**src/rtl/rf_pkg.sv**
```systemverilog
// Shared register-file types: widths, writeback payload, age encoding, mask helper.
//   RF_ADDR_W / RF_DATA_W : register index and data widths
//   wb_req_t              : writeback payload {addr, data}
//   age_e                 : relative age of the two arbiter holding buffers
package rf_pkg;

    localparam int unsigned RF_ADDR_W = 5;
    localparam int unsigned RF_DATA_W = 32;
    localparam int unsigned RF_REGS   = 2**RF_ADDR_W;

    typedef logic [RF_ADDR_W-1:0] rf_addr_t;
    typedef logic [RF_DATA_W-1:0] rf_data_t;
    typedef logic [RF_REGS-1:0]   rf_mask_t;

    typedef struct packed {
        rf_addr_t addr;
        rf_data_t data;
    } wb_req_t;

    // Both-valid ordering: loaded on the same edge, or one strictly older.
    typedef enum logic [1:0] {
        AGE_TIE      = 2'd0,
        AGE_BUF0_OLD = 2'd1,
        AGE_BUF1_OLD = 2'd2
    } age_e;

    // One-hot register mask for a buffered write; empty when not valid.
    function automatic rf_mask_t addr_onehot(input rf_addr_t addr, input logic valid);
        addr_onehot = valid ? (rf_mask_t'(1) << addr) : '0;
    endfunction

endpackage

```
**src/rtl/regfile_write_arbiter_if.sv**
```systemverilog
// Writeback request and register-file write-port bundle for regfile_write_arbiter.
//   req0_* / req1_* : valid/ready writeback requests from ALU (0) and long-latency unit (1)
//   we3/wa3/wd3     : register file write port
//   pend_mask       : registers with a buffered, not yet retired write
// master = writeback sources / register file side, slave = arbiter.
interface regfile_write_arbiter_if;
    import rf_pkg::*;

    logic     req0_valid;
    logic     req0_ready;
    rf_addr_t req0_addr;
    rf_data_t req0_data;
    logic     req1_valid;
    logic     req1_ready;
    rf_addr_t req1_addr;
    rf_data_t req1_data;
    logic     we3;
    rf_addr_t wa3;
    rf_data_t wd3;
    rf_mask_t pend_mask;

    modport master (
        output req0_valid, req0_addr, req0_data,
        output req1_valid, req1_addr, req1_data,
        input  req0_ready, req1_ready,
        input  we3, wa3, wd3, pend_mask
    );

    modport slave (
        input  req0_valid, req0_addr, req0_data,
        input  req1_valid, req1_addr, req1_data,
        output req0_ready, req1_ready,
        output we3, wa3, wd3, pend_mask
    );

endinterface

```
**src/rtl/wb_hold_buf.sv**
```systemverilog
// Single-entry valid/ready holding register; writes to register 0 are accepted and dropped.
//   clk, reset_n : clock, async active-low reset (clears the entry)
//   in_valid     : request valid
//   in_ready     : entry empty (straight from the valid flop)
//   in_req       : request payload
//   clear        : entry retired this cycle, empties at the edge
//   out_valid    : entry holds a write
//   out_req      : held payload
//   load_c       : entry is being loaded at the coming edge
module wb_hold_buf
    import rf_pkg::*;
(
    input  logic    clk,
    input  logic    reset_n,
    input  logic    in_valid,
    output logic    in_ready,
    input  wb_req_t in_req,
    input  logic    clear,
    output logic    out_valid,
    output wb_req_t out_req,
    output logic    load_c
);

    logic    valid_q;
    wb_req_t req_q;

    // Handshake completes even for r0, but the entry is never filled for it.
    assign load_c = in_valid && !valid_q && (in_req.addr != '0);

    always_ff @(posedge clk or negedge reset_n) begin
        if (!reset_n) begin
            valid_q <= 1'b0;
            req_q   <= '0;
        end else if (load_c) begin
            valid_q <= 1'b1;
            req_q   <= in_req;
        end else if (clear) begin
            valid_q <= 1'b0;
        end
    end

    assign in_ready  = !valid_q;
    assign out_valid = valid_q;
    assign out_req   = req_q;

endmodule

```
**src/rtl/regfile_write_arbiter.sv**
```systemverilog
// Shares the register file write port between ALU writeback (source 0) and the
// long-latency unit (source 1). Each source has a one-entry holding buffer; one write
// retires per cycle, oldest first, ties broken round-robin (same-register ties go to
// source 0 so program order holds). Exports a pending-write mask for RAW stalls.
//   clk, reset_n : clock, async active-low reset (discards buffered writes)
//   bus          : request handshakes, write port and pend_mask (slave modport)
module regfile_write_arbiter
    import rf_pkg::*;
(
    input  logic                   clk,
    input  logic                   reset_n,
    regfile_write_arbiter_if.slave bus
);

    logic    buf0_valid, buf1_valid;
    logic    buf0_load, buf1_load;
    wb_req_t buf0_req, buf1_req;
    logic    grant0, grant1;
    logic    rr_ptr, rr_next;
    age_e    age_q, age_next;

    wb_hold_buf u_buf0 (
        .clk       (clk),
        .reset_n   (reset_n),
        .in_valid  (bus.req0_valid),
        .in_ready  (bus.req0_ready),
        .in_req    ('{addr: bus.req0_addr, data: bus.req0_data}),
        .clear     (grant0),
        .out_valid (buf0_valid),
        .out_req   (buf0_req),
        .load_c    (buf0_load)
    );

    wb_hold_buf u_buf1 (
        .clk       (clk),
        .reset_n   (reset_n),
        .in_valid  (bus.req1_valid),
        .in_ready  (bus.req1_ready),
        .in_req    ('{addr: bus.req1_addr, data: bus.req1_data}),
        .clear     (grant1),
        .out_valid (buf1_valid),
        .out_req   (buf1_req),
        .load_c    (buf1_load)
    );

    // Age and round-robin state.
    always_ff @(posedge clk or negedge reset_n) begin
        if (!reset_n) begin
            age_q  <= AGE_TIE;
            rr_ptr <= 1'b0;
        end else begin
            age_q  <= age_next;
            rr_ptr <= rr_next;
        end
    end

    // A lone load makes the other buffer (if still held) the older one.
    always_comb begin
        age_next = age_q;
        if (buf0_load && buf1_load) begin
            age_next = AGE_TIE;
        end else if (buf0_load) begin
            age_next = AGE_BUF1_OLD;
        end else if (buf1_load) begin
            age_next = AGE_BUF0_OLD;
        end
    end

    // Grant from buffer state only; no request input reaches the write port.
    always_comb begin
        grant0  = 1'b0;
        grant1  = 1'b0;
        rr_next = rr_ptr;
        if (buf0_valid && buf1_valid) begin
            unique case (age_q)
                AGE_BUF0_OLD: grant0 = 1'b1;
                AGE_BUF1_OLD: grant1 = 1'b1;
                default: begin
                    if (buf0_req.addr == buf1_req.addr || !rr_ptr) begin
                        grant0  = 1'b1;
                        rr_next = 1'b1;
                    end else begin
                        grant1  = 1'b1;
                        rr_next = 1'b0;
                    end
                end
            endcase
        end else if (buf0_valid) begin
            grant0 = 1'b1;
        end else if (buf1_valid) begin
            grant1 = 1'b1;
        end
    end

    // Write port mux; zero when idle.
    always_comb begin
        bus.we3 = 1'b0;
        bus.wa3 = '0;
        bus.wd3 = '0;
        if (grant0) begin
            bus.we3 = 1'b1;
            bus.wa3 = buf0_req.addr;
            bus.wd3 = buf0_req.data;
        end else if (grant1) begin
            bus.we3 = 1'b1;
            bus.wa3 = buf1_req.addr;
            bus.wd3 = buf1_req.data;
        end
    end

    assign bus.pend_mask = addr_onehot(buf0_req.addr, buf0_valid)
                         | addr_onehot(buf1_req.addr, buf1_valid);

endmodule
```
**src/flat_wrapper.sv**
```systemverilog
// flat-port wrapper written by rule: the top's interface ports become plain ports
module regfile_write_arbiter_flat import rf_pkg::*;
  (clk, reset_n, bus_req0_valid, bus_req0_addr, bus_req0_data, bus_req1_valid, bus_req1_addr, bus_req1_data, bus_req0_ready, bus_req1_ready, bus_we3, bus_wa3, bus_wd3, bus_pend_mask);
  regfile_write_arbiter_if bus_i ();
  input  logic clk;
  input  logic reset_n;
  input wire logic [$bits(bus_i.req0_valid)-1:0] bus_req0_valid;
  input wire logic [$bits(bus_i.req0_addr)-1:0] bus_req0_addr;
  input wire logic [$bits(bus_i.req0_data)-1:0] bus_req0_data;
  input wire logic [$bits(bus_i.req1_valid)-1:0] bus_req1_valid;
  input wire logic [$bits(bus_i.req1_addr)-1:0] bus_req1_addr;
  input wire logic [$bits(bus_i.req1_data)-1:0] bus_req1_data;
  output wire logic [$bits(bus_i.req0_ready)-1:0] bus_req0_ready;
  output wire logic [$bits(bus_i.req1_ready)-1:0] bus_req1_ready;
  output wire logic [$bits(bus_i.we3)-1:0] bus_we3;
  output wire logic [$bits(bus_i.wa3)-1:0] bus_wa3;
  output wire logic [$bits(bus_i.wd3)-1:0] bus_wd3;
  output wire logic [$bits(bus_i.pend_mask)-1:0] bus_pend_mask;
  assign bus_i.req0_valid = bus_req0_valid;
  assign bus_i.req0_addr = bus_req0_addr;
  assign bus_i.req0_data = bus_req0_data;
  assign bus_i.req1_valid = bus_req1_valid;
  assign bus_i.req1_addr = bus_req1_addr;
  assign bus_i.req1_data = bus_req1_data;
  assign bus_req0_ready = bus_i.req0_ready;
  assign bus_req1_ready = bus_i.req1_ready;
  assign bus_we3 = bus_i.we3;
  assign bus_wa3 = bus_i.wa3;
  assign bus_wd3 = bus_i.wd3;
  assign bus_pend_mask = bus_i.pend_mask;
  regfile_write_arbiter u_core (.clk(clk), .reset_n(reset_n), .bus(bus_i));
endmodule
```
**config.mk**
```make
export PLATFORM = sky130hd
export DESIGN_NAME = regfile_write_arbiter_flat
export DESIGN_NICKNAME = d
export VERILOG_FILES = /design/src/rtl/rf_pkg.sv /design/src/rtl/regfile_write_arbiter_if.sv /design/src/rtl/wb_hold_buf.sv /design/src/rtl/regfile_write_arbiter.sv /design/src/flat_wrapper.sv
export SDC_FILE = /design/constraint.sdc
export NUM_CORES = 1
export LEC_CHECK = 0
export BUFFER_PORTS_ARGS = -buffer_cell sky130_fd_sc_hd__buf_2
export CAP_MARGIN = 10
export CELL_PAD_IN_SITES_DETAIL_PLACEMENT = 0
export CELL_PAD_IN_SITES_GLOBAL_PLACEMENT = 1
export CORE_MARGIN = 3
export CORE_UTILIZATION = 42
export CTS_BUF_LIST = sky130_fd_sc_hd__clkbuf_8
export DETAILED_ROUTE_END_ITERATION = 7
export GPL_TIMING_DRIVEN = 0
export PLACE_DENSITY_LB_ADDON = 0.1
export SLEW_MARGIN = 20
export SYNTH_ARGS = -nofsm -noshare
export SYNTH_HDL_FRONTEND = slang
export SYNTH_SLANG_ARGS = --single-unit
```
**constraint.sdc**
```tcl
create_clock -name clk -period 6.4 [get_ports clk]
set_input_delay 1.28 -clock clk [delete_from_list [all_inputs] [get_ports clk]]
set_output_delay 1.28 -clock clk [all_outputs]
set_load 0.01 [all_outputs]
```
# Word-level counts from Yosys, hierarchy flattened
# Cells that the tools add are included.
[op_classes]
n_eq_ne = 3
shift = 2
muxes = 24
n_bitwise = 2
reduce_logical = 17
[ops]
columns = ["cell", "count"]
rows = [
  ["$mux W32", 4],
  ["$shl A1 B5 Y32 const A", 2],
  ["$or A32 B32 Y32", 1],
  ["$mux W1", 13],
  ["$mux W5", 2],
  ["$reduce_bool A5 Y1", 2],
  ["$logic_and A1 B1 Y1", 6],
  ["$mux W2", 3],
  ["$eq A5 B5 Y1", 1],
  ["$pmux W1 S2", 2],
  ["$reduce_bool A2 Y1", 2],
  ["$logic_not A1 Y1", 3],
  ["$reduce_bool A3 Y1", 1],
  ["$eq A2 B1 Y1 const B", 1],
  ["$eq A2 B2 Y1 const B", 1],
  ["$reduce_and A2 Y1", 1],
  ["$reduce_or A2 Y1", 1],
  ["$logic_or A1 B1 Y1", 1],
  ["$not A1 Y1", 1],
]
[word_totals]
register_bits = 79
inputBits = 78
output_inout_bits = 72
word_cells = 56

# Logic depth before layout (Yosys ltp)
[depth]
word_depth = 7
mapped_depth = 9
depth_no_buf = 6

# By module
# From an unflattened synthesis, not the netlist that was laid out.
[unflattened]
cells_unflattened = 331
hier_area_um2 = 4100.2
[by_module_without_submodules]
columns = ["module", "n_inst", "cells_each", "area_per_inst_um2", "seq_area_each_um2"]
rows = [
  ["wb_hold_buf", 2, 87, 1451.4, 950.9],
  ["regfile_write_arbiter", 1, 157, 1197.4, 75.1],
]

# Worst setup path before layout
# No wires, ideal clock.
[synth_path]
path_type = "register -> output"
startpoint = "register u_core.age_q[0]"
endpoint = "output bus_wa3[0]"
arrival_time_ns = 1.870
t_required_ns = 5.120
path_slack_ns = 3.250
stages_incl_launch_ff = 9
n_path_buf = 2
cell_sequence = "dfrtp_1 > inv_1 > ha_1 > buf_2 > or2_2 > a21oi_1 > o32ai_4 > buf_2 > a22o_1"
[synth_via]
elab_chain_cells = 5
word_cells_on_any_way = 8
cone_classes = "eq/ne (2); mux (6)"
[synth_lines]
columns = ["item", "line_no", "source"]
rows = [
  ["start, declared", "regfile_write_arbiter.sv:20", "age_e age_q, age_next;"],
  ["start signal, assigned", "regfile_write_arbiter.sv:52", "age_q <= age_next;"],
  ["$eq A2 B2 Y1 / $eq A2 B1 Y1 (equally long branches)", "regfile_write_arbiter.sv:75", "unique case (age_q)"],
  ["$pmux W1 S2", "regfile_write_arbiter.sv:75", ""],
  ["$mux W1", "regfile_write_arbiter.sv:74", "if (buf0_valid && buf1_valid) begin"],
  ["$mux W5", "regfile_write_arbiter.sv:104", "end else if (grant1) begin"],
  ["$mux W5 *", "regfile_write_arbiter.sv:100", "if (grant0) begin"],
  ["end, declared", "flat_wrapper.sv:16", "output wire logic [$bits(bus_i.wa3)-1:0] bus_wa3;"],
]
# Every way passes the cells marked *; elsewhere a longest branch is shown, timed or not.

# Worst setup path in the final report
[layout_path]
startpoint = "register u_core.age_q[0]"
endpoint = "output bus_wd3[12]"
[layout_via]
elab_chain_cells = 5
word_cells_on_any_way = 8
cone_classes = "eq/ne (2); mux (6)"
[layout_lines]
columns = ["item", "line_no", "source"]
rows = [
  ["$eq A2 B2 Y1 / $eq A2 B1 Y1 (equally long branches)", "regfile_write_arbiter.sv:75", ""],
  ["$pmux W1 S2", "regfile_write_arbiter.sv:75", ""],
  ["$mux W1", "regfile_write_arbiter.sv:74", ""],
  ["$mux W32", "regfile_write_arbiter.sv:104", ""],
  ["$mux W32 *", "regfile_write_arbiter.sv:100", ""],
  ["end, declared", "flat_wrapper.sv:17", "output wire logic [$bits(bus_i.wd3)-1:0] bus_wd3;"],
]
# Marked as above.

==> flow_summary.json <==
{
  "power.total_w": 0.00276,
  "rsz0062_at_grt": "no",
  "first_pass_iters": 4,
  "antenna_found_initial": 1,
  "synth_fp_nets": 421,
  "critPathMaxFanout": 10,
  "synth_edf_count": 0,
  "p_leak_nw": 2.48,
  "grt_pass1_wl_microns": 17000,
  "postSynthCellCount": 341,
  "fin_util": 0.555,
  "yosys_warnings": 0,
  "finalClockSkew_ps": 9.53,
  "crit_path_cell_trace": "inv_1 -> ha_1 -> buf_2 -> nand2_1 -> o32ai_4 -> buf_2 -> a22o_1 -> buf_2",
  "synth_top_area_share": 0.490,
  "die_w_microns": 104,
  "endpoint_kind": "output pin",
  "ff2ff_setup_slack_ps": 4490,
  "via_per_inst": 5.25,
  "outcome": "finished, final reports clean",
  "cp_slowest_stage_delay_ps": 550,
  "cts_hold_buf": 0,
  "max-cap-violations": 0,
  "dpl_cell_area_sq_um": 4970,
  "fmax_mhz": 258,
  "row_count": 35,
  "yosys-top-cells-count": "79 x dfrtp_1, 60 x mux2_2, 37 x a22o_1",
  "cts_resized": 0,
  "core-area_sq_um": 9280,
  "grt_pass1_vias": 3396,
  "die_y_microns": 104,
  "avgSynthCellArea_sq_um": 11.8,
  "insertedDiodeCount": 0,
  "area_growth_pct": 27.7,
  "synthFlopType": "dfrtp_1",
  "critPathLaunchType": "flip-flop",
  "required_ps": 5120,
  "wire_per_inst_microns": 16.9,
  "worst_pin_slew_ps": 544,
  "synth_seq_cells": 79,
  "cts_tree": "done",
  "fin_tns_setup_ps": 0,
  "ys_top_cells_by_area": "dfrtp_1 49%, mux2_2 17%, a22o_1 8.0%",
  "io_pins": 150,
  "clock_sinks": 79,
  "hp-class": "flip-flop to flip-flop",
  "drtIter0Drc": 99,
  "relSlewSlack": 0.637,
  "crit_path_top_delay_cell": "o32ai_4",
  "hold_viol_final": 0,
  "p_per_area_nw_per_um2": 535,
  "async_flop_share": 1.00,
  "cts_setup_buffers": 0,
  "path_buf_inv": 4,
  "routed_wl_microns": 10800,
  "hpwlAfterDp_microns": 7880,
  "finalNetCount": 582,
  "drv_slew": 0,
  "critical-path-top-delay-family": "buffers and inverters",
  "cts.htree.levels": 3,
  "final.period_utilization": 0.606,
  "cts_buffers": 9,
  "crit_top_cell": "buf_2",
  "gr-total-overflow": 0,
  "synth.distinct_cells": 42,
  "die_area_sq_um": 10800,
  "fin_area_sq_um": 5150,
  "start_util": 0.435,
  "syn-cell-area_sq_um": 4030,
  "synth.most_common_cell": "dfrtp_1",
  "track_usage": 0.196,
  "nFillCells": 883,
  "worst_skew_pair.late_latency_ps": 360,
  "routabilityCongestion": 0.866,
  "crit_type": "flip-flop to output pin",
  "setup_viol": 0,
  "netlist.top_cell.by_area": "dfrtp_1",
  "irDropWorstVdd_uv": 211,
  "finalCriticalPeriod_ps": 3880,
  "cts.clk_slew.worst_paths_ps": 90,
  "arrival_ps": 2600,
  "grt_start_max_net_pins": 45,
  "antenna_left": 0,
  "port_buffers": 149,
  "drive_gt1_frac": 0.505,
  "clock_path_buffers": 2,
  "ys_seq_area_frac": 0.490,
  "num_vias": 3340,
  "drc": 0,
  "cts-root-buf": "clkbuf_8"
}
## worst reg2reg max path: stages, from the launching register on
cell,delay (ps)
dfrtp_1,360
buf_2,180
nor2b_1,460
o21ai_1,240
buf_2,260
mux2_2,300
## layout by cell type (no fill, tap or decap), drive strengths merged, types with 4 or more instances in the layout
| cell | n |
|---|---|
| a21oi | 4 |
| a22o | 37 |
| buf | 170 |
| clkbuf | 16 |
| clkinv | 4 |
| dfrtp | 79 |
| inv | 6 |
| mux2 | 65 |
| nand2 | 31 |
| nand2b | 4 |
| nand3 | 6 |
| nand3b | 5 |
| nor2 | 5 |
| o22ai | 32 |
| or3 | 6 |
| xnor2 | 5 |
## final timing paths
| check | start | end | depth (start not counted) |
|---|---|---|---|
| min | u_core.rr_ptr$_DFFE_PN0P_ | u_core.rr_ptr$_DFFE_PN0P_ | 1 |
| min reg2reg | u_core.rr_ptr$_DFFE_PN0P_ | u_core.rr_ptr$_DFFE_PN0P_ | 1 |
| max | u_core.age_q[0]$_DFFE_PN0P_ | bus_wd3[12] | 8 |
| min in group asynchronous | reset_n | u_core.u_buf1.out_req[32]$_DFFE_PN0P_ | 1 |
| max in group asynchronous | reset_n | u_core.u_buf1.out_req[15]$_DFFE_PN0P_ | 2 |
| max reg2reg | u_core.u_buf0.out_valid$_DFFE_PN0P_ | u_core.u_buf0.out_req[28]$_DFFE_PN0P_ | 5 |
## where the power goes
part / total, W / internal, W / switching [W]
combinational: 0.00153 / 0.000716 / 0.000813
sequential: 0.000877 / 0.000743 / 0.000134
clock: 0.000350 / 0.000145 / 0.000204
## cells by family (layout without fill, tap and decap cells)
group	Yosys count	in the layout	share of synthesized area
compound gates	86	86	0.167
xor+xnor	5	5	0.0164
fa+ha+maj	2	2	0.00620
buf+inv	32	198	0.0459
flops	79	79	0.490
mux	66	66	0.184
simple gates	71	71	0.0909
## stage by stage
stage                     setup slack (ps)  hold slack [ps]  cells
after detailed placement              2920              485    620
after global routing                  2320              522    636
after CTS                             2500              503    636
final                                 2520              504    636
after floorplan                       3250              465    341
after global placement                2940              476    619
## metal layers
| layer | GRT usage | part of all wire | vias to the layer above |
|---|---|---|---|
| li1 | - | - | 1599 |
| met1 | 0.236 | 0.42 | 1609 |
| met2 | 0.338 | 0.50 | 123 |
| met3 | 0.0608 | 0.075 | 7 |
| met4 | 0.0570 | 0.0080 | 2 |
| met5 | 0 | 0.00065 | - |
## area by class of cell
type,instances,area [sq um],share of cell area
repair buffers,150,776,0.151
well taps,129,161,0.0313
clock inverters,7,57.6,0.0112
inverters,5,18.8,0.00364
flip-flops and latches,79,1980,0.384
plain buffers,27,166,0.0323
multi-input cells,230,1870,0.363
clock buffers,9,124,0.0240
## registers in the layout, summed over array words and instances, names as in the netlist
| name | count |
|---|---|
| u_core.rr_ptr | 1 |
| u_core.age_q | 2 |
| u_core.u_buf0.out_valid | 1 |
| u_core.u_buf0.out_req | 37 |
| u_core.u_buf1.out_valid | 1 |
| u_core.u_buf1.out_req | 37 |
(Power assumes the default switching activity.)
